$ cat src/rtl/reg4_write_arbiter_pkg.sv
// ============================================================================
// Module  : reg_arb_pkg
// Purpose : Shared defaults and index helpers for the round-robin write
//           arbiter and its combinational picker.
// Revision: 1.0 - initial release
// ============================================================================
`default_nettype none

package reg_arb_pkg;

  // Default requester count and register width.
  localparam int NUM_REQ_DEF = 4;
  localparam int DATA_W_DEF  = 4;

  // Width of an index into n requesters. This is never less than one bit,
  // so a degenerate n still yields a legal vector.
  function automatic int idx_w(input int n);
    return (n > 1) ? $clog2(n) : 1;
  endfunction

  // Wrapped increment: idx+1, returning to 0 after n-1.
  // The explicit compare keeps the wrap correct when n is not a power of two.
  function automatic int rr_next(input int idx, input int n);
    return (idx == n - 1) ? 0 : idx + 1;
  endfunction

endpackage : reg_arb_pkg

`default_nettype wire

$ cat src/rtl/reg4_write_arbiter_rr_pick.sv
// ============================================================================
// Module  : rr_pick
// Purpose : Combinational round-robin picker. Finds the first set bit of the
//           eligible vector, searching upward from the pointer with
//           wrap-around. It carries no state, so other arbiters can reuse it.
// Revision: 1.0 - initial release
// ============================================================================
`default_nettype none

module rr_pick
  import reg_arb_pkg::*;
#(
  parameter int N  = NUM_REQ_DEF,
  parameter int IW = idx_w(NUM_REQ_DEF)
) (
  input  logic [N-1:0]  e_i,    // eligible requesters
  input  logic [IW-1:0] ptr_i,  // highest-priority index this cycle
  output logic [IW-1:0] win_o,  // winning index (0 when none eligible)
  output logic          any_o   // at least one requester eligible
);

  // One spare bit so ptr + offset never overflows before the wrap subtract.
  localparam int KW = IW + 1;

  // Walk the N candidates in priority order and keep the first eligible one.
  always_comb begin
    logic [KW-1:0] k;
    k     = '0;
    win_o = '0;
    any_o = 1'b0;
    for (int i = 0; i < N; i++) begin
      k = {1'b0, ptr_i} + KW'(i);
      if (k >= KW'(N)) begin
        k = k - KW'(N);
      end
      if (!any_o && e_i[k[IW-1:0]]) begin
        any_o = 1'b1;
        win_o = k[IW-1:0];
      end
    end
  end

endmodule : rr_pick

`default_nettype wire

$ cat src/rtl/reg4_write_arbiter.sv
// ============================================================================
// Module  : reg4_write_arbiter
// Purpose : Round-robin write arbiter in front of one shared DATA_W-bit
//           register. At most one requester writes per cycle. The write is
//           acknowledged by a registered one-cycle Gnt pulse. A requester
//           granted this cycle is masked, so dropping Req in its Gnt cycle
//           cannot cause a second write.
// Revision: 1.0 - initial release
// ============================================================================
`default_nettype none

module reg4_write_arbiter
  import reg_arb_pkg::*;
#(
  parameter int NUM_REQ = NUM_REQ_DEF,
  parameter int DATA_W  = DATA_W_DEF
) (
  input  logic                          Clk,
  input  logic                          Rst_l,
  input  logic [NUM_REQ-1:0]            Req,
  input  logic [NUM_REQ*DATA_W-1:0]     Wdata,
  output logic [NUM_REQ-1:0]            Gnt,
  output logic [DATA_W-1:0]             Q,
  output logic [idx_w(NUM_REQ)-1:0]     Owner,
  output logic                          Valid
);

  localparam int IDX_W = idx_w(NUM_REQ);

  // --------------------------------------------------------------------------
  // State
  // --------------------------------------------------------------------------
  logic [IDX_W-1:0]   ptr_q,   ptr_d;
  logic [NUM_REQ-1:0] gnt_q,   gnt_d;
  logic [DATA_W-1:0]  q_q,     q_d;
  logic [IDX_W-1:0]   owner_q, owner_d;
  logic               valid_q, valid_d;

  // --------------------------------------------------------------------------
  // Arbitration
  // --------------------------------------------------------------------------
  logic [NUM_REQ-1:0] elig_w;
  logic [IDX_W-1:0]   win_w;
  logic               any_w;
  logic [DATA_W-1:0]  lane_w [NUM_REQ];
  logic [DATA_W-1:0]  wsel_w;

  // A requester holding Gnt this cycle is excluded from the next pick.
  assign elig_w = Req & ~gnt_q;

  rr_pick #(
    .N  (NUM_REQ),
    .IW (IDX_W)
  ) u_rr_pick (
    .e_i   (elig_w),
    .ptr_i (ptr_q),
    .win_o (win_w),
    .any_o (any_w)
  );

  // Split the flat write-data bus into per-requester lanes.
  for (genvar g = 0; g < NUM_REQ; g++) begin : g_lanes
    assign lane_w[g] = Wdata[g*DATA_W +: DATA_W];
  end

  assign wsel_w = lane_w[win_w];

  // Next-state: on a winner, load its lane and advance the pointer past it.
  // With no winner, only the grant clears.
  always_comb begin
    ptr_d   = ptr_q;
    gnt_d   = '0;
    q_d     = q_q;
    owner_d = owner_q;
    valid_d = valid_q;
    if (any_w) begin
      gnt_d[win_w] = 1'b1;
      q_d          = wsel_w;
      owner_d      = win_w;
      valid_d      = 1'b1;
      ptr_d        = IDX_W'(rr_next(int'(win_w), NUM_REQ));
    end
  end

  // State registers. The synchronous active-low reset overrides any write.
  always_ff @(posedge Clk) begin
    if (!Rst_l) begin
      ptr_q   <= '0;
      gnt_q   <= '0;
      q_q     <= '0;
      owner_q <= '0;
      valid_q <= 1'b0;
    end else begin
      ptr_q   <= ptr_d;
      gnt_q   <= gnt_d;
      q_q     <= q_d;
      owner_q <= owner_d;
      valid_q <= valid_d;
    end
  end

  // --------------------------------------------------------------------------
  // Outputs come straight from the registers, with no combinational path.
  // --------------------------------------------------------------------------
  assign Gnt   = gnt_q;
  assign Q     = q_q;
  assign Owner = owner_q;
  assign Valid = valid_q;

endmodule : reg4_write_arbiter

`default_nettype wire

$ cat config.mk
export PLATFORM = sky130hd
export DESIGN_NAME = reg4_write_arbiter
export DESIGN_NICKNAME = d
export VERILOG_FILES = /design/src/rtl/reg4_write_arbiter_pkg.sv /design/src/rtl/reg4_write_arbiter_rr_pick.sv /design/src/rtl/reg4_write_arbiter.sv
export SDC_FILE = /design/constraint.sdc
export NUM_CORES = 1
export LEC_CHECK = 0
export BUFFER_PORTS_ARGS = -buffer_cell sky130_fd_sc_hd__buf_2
export CAP_MARGIN = 20
export CORE_ASPECT_RATIO = 0.9
export CORE_MARGIN = 2
export CORE_UTILIZATION = 40
export DETAILED_ROUTE_END_ITERATION = 16
export PLACE_DENSITY = 0.73
export SLEW_MARGIN = 10
export SYNTH_ARGS = -nofsm -noshare
export SYNTH_HDL_FRONTEND = slang
export SYNTH_HIERARCHICAL = 1
export SYNTH_SLANG_ARGS = --single-unit
$ cat constraint.sdc
create_clock -name Clk -period 1.91 [get_ports Clk]
set_input_delay 0.2865 -clock Clk [delete_from_list [all_inputs] [get_ports Clk]]
set_output_delay 0.2865 -clock Clk [all_outputs]
set_load 0.05 [all_outputs]
==> results_dict.tcl <==
set metrics [dict create \
    powerDensity_nw_per_um2 1420 \
    synth_compound_area_share_pct 12.1 \
    synth_xor_area_share_pct 0 \
    drc 0 \
    pin_count 33 \
    port_buffers 32 \
    synth_seq_cells 13 \
    setup_tns_ns 0 \
    wire_per_inst_um 11.6 \
    stdcell_area_um2 938 \
    die_w_um 47.9 \
    clock-sinks 13 \
    setup_viol 0 \
    area_delta_synth_final_pct 35.4 \
    worst_pin_slew_ns 0.362 \
    yosysUniqueCellTypes 18 \
    yosys_most_used_dff "dfxtp_1" \
    core_um2 1650 \
    start_kind "flip-flop" \
    row_count 14 \
    hold_viol 0 \
    gp_congestion 0.728 \
    cp_max_fo 5 \
    synth_top_area_cell "dfxtp_1" \
    power.total_mw 1.33 \
    root_buffer "clkbuf_4" \
    p_sw_share_pct 47.1 \
    synth_adder_area_share_pct 7.22 \
    diodes 0 \
    dp_hpwl_mm 1.26 \
    fin_crit_sh_pct 93.7 \
    routed_wl_mm 1.58 \
    die_y_um 43.5 \
    rrSetupSlack_ns 0.12 \
    crit_family "simple AND/OR/NAND/NOR gates" \
    mostFrequentLayoutCell "buf_2" \
    cpPeakStageDelay_ns 0.35 \
    syn_area_um2 693 \
    hold_class "in2reg" \
    grt_pass1_vias 608 \
    grt_usage_pct 16.5 \
    synth_edf_count 0 \
    hold_ws_ns 0.296 \
    most-common-layout-cells "buf_2 (32), mux2i_1 (11), dfxtp_1 (10)" \
    cp_cell_sequence "nor2b_2 -> inv_1 -> o221ai_1 -> a21oi_2 -> buf_4 -> ha_1 -> or3b_1 -> a21oi_1" \
    placed_area_um2 903 \
    grt_pass1_wl_mm 2.44 \
    via_count 677 \
    crit_type "reg2reg" \
    synth_top_family_by_area "simple AND/OR/NAND/NOR gates" \
    yosys.area.top_type_share_pct 37.5 \
    synthMuxAreaShare_pct 15.9 \
    cap_violations 0 \
    async_flop_share_pct 0 \
    status "finished, final reports clean" \
    cp.required_ns 2.13 \
    power.net_switching_mw 0.625 \
    yosysWarnings 6 \
    crit_arrival_ns 2.01 \
    clkPwrFrac_pct 13.3 \
    syn_inst 75 \
    synth_area_leaders "dfxtp_1 (38%), mux2i_1 (16%), ha_1 (7.2%)" \
    clkLatencyLatePin_ns 0.28 \
    vdd_ir_drop_max_mv 0.665 \
    seq_area_frac_synth_pct 37.5 \
    rsz0062_at_grt "false" \
    p_leak_nw 0.502 \
    antenna_left 0 \
    power.internal_mw 0.703 \
    antenna_found_initial 0 \
    drt_pre_antenna_iters 4 \
    drt_iter0_drc 7 \
    numPlacedInstances 132 \
    synth-simple-area-share_pct 20.4 \
    fill_cells 170 \
    cts_tree "done" \
    numCtsBuffers 3 \
    start_util_pct 42.1 \
    layout-drive-gt1-share_pct 42.9 \
    fin_crit_ns 1.79 \
    syn_avg_cell_area_um2 9.24 \
    grt_max_degree 12 \
    clock_skew_ns 0.00208 \
    cts.clk_slew.worst_paths_ns 0.09 \
    drv_slew 0 \
    cp-end-kind "flip-flop" \
    clk_path_buf_depth 2 \
    path_buf_inv 2 \
    clock.fmax_mhz 559 \
    fin_cells 136 \
    overflow 0 \
    final_net_count 139 \
    die-area_um2 2080 \
    synth_nets 101 \
    slew_headroom_pct 75.9 \
    seqPwrFrac_pct 31.3 \
    power_frac_comb_pct 55.4 \
    critPathSlowestCell "or3b_1" \
    vias_per_cell 4.98 \
    cts_max_level 1 \
]
-- layout make-up --
class | instances | area (µm²) | share of cell area (%)
Multi-Input combinational cell | 51 | 397 | 42.3
Sequential cell | 13 | 264 | 28.1
Timing Repair Buffer | 36 | 190 | 20.3
Inverter | 8 | 30.0 | 3.20
Tap cell | 24 | 30.0 | 3.20
Clock buffer | 3 | 22.5 | 2.40
Clock inverter | 1 | 5.00 | 0.533
-- power groups by stage --
stage / sequential (mW) / clock [mW] / combinational (mW)
5_1_grt: 0.426 / 0.196 / 0.794
3_5_place_dp: 0.420 / 0 / 0.737
3_3_place_gp: 0.414 / 0 / 0.719
6_report: 0.416 / 0.176 / 0.736
4_1_cts: 0.415 / 0.182 / 0.739
2_1_floorplan: 0.637 / 0 / 0.328
-- metal layers --
metal	track usage [%]	wire, µm	vias to the layer above
li1	-	-	339
met1	17.3	684	312
met5	0	0	-
met3	3.75	89	2
met4	8.11	19	0
met2	29.6	783	24
-- per-stage QoR --
stage / util, % / setup WS (ns)
after floorplan: - / 0.0230
after global placement: 54.9 / 0.0200
after detailed placement: 54.9 / -0.0517
after CTS: 56.5 / 0.0198
after global routing: 57.0 / 0.0207
final: 57.0 / 0.120
-- synth_stat cells (2+ instances only) --
cell type  instances
and3_1             4
mux2i_1           11
nand3b_1           5
o221ai_1           5
nand2b_1           2
nor2b_1            4
a21oi_1            5
buf_2              2
nor2_1             6
inv_1              7
nand3_1            2
ha_1               4
dfxtp_1           13
-- final timing paths --
check / to / start / cells past startpoint
setup / recovery: ptr_q[0] / Gnt[0] / 8
hold / removal: Q[2] / Wdata[6] / 3
setup reg to reg: ptr_q[0] / Gnt[0] / 8
hold reg to reg: Valid / Valid / 2
-- repair_timing --
action,4_1_cts,5_1_grt
setup endpoints to repair,0,4
hold buffers,0,0
resized for setup,0,3
buffers inserted,0,0
-- worst register-to-register path, delay by kind of cell (launching register included) --
| kind | cells | cell delay [ns] |
|---|---|---|
| flip-flops | 1 | 0.33 |
| AND/OR/NAND/NOR | 2 | 0.52 |
| adder cells (fa/ha/maj) | 1 | 0.19 |
| AO/OA/AOI/OAI | 3 | 0.44 |
| buffers and inverters | 2 | 0.24 |
-- flip-flops by register name, indices dropped and copies added (netlist names) --
| register | count |
|---|---|
| Gnt | 4 |
| Q | 4 |
| Owner | 2 |
| ptr_q | 2 |
| Valid | 1 |
-- cell families (layout without fill, tap and decap cells) --
logic type      count (synthesis)  count (layout)
compound gates                 12              12
mux                            11              11
buf+inv                        11              48
flops                          13              13
fa+ha+maj                       4               4
simple gates                   24              24
No activity file was read; power rests on OpenSTA's default activity.
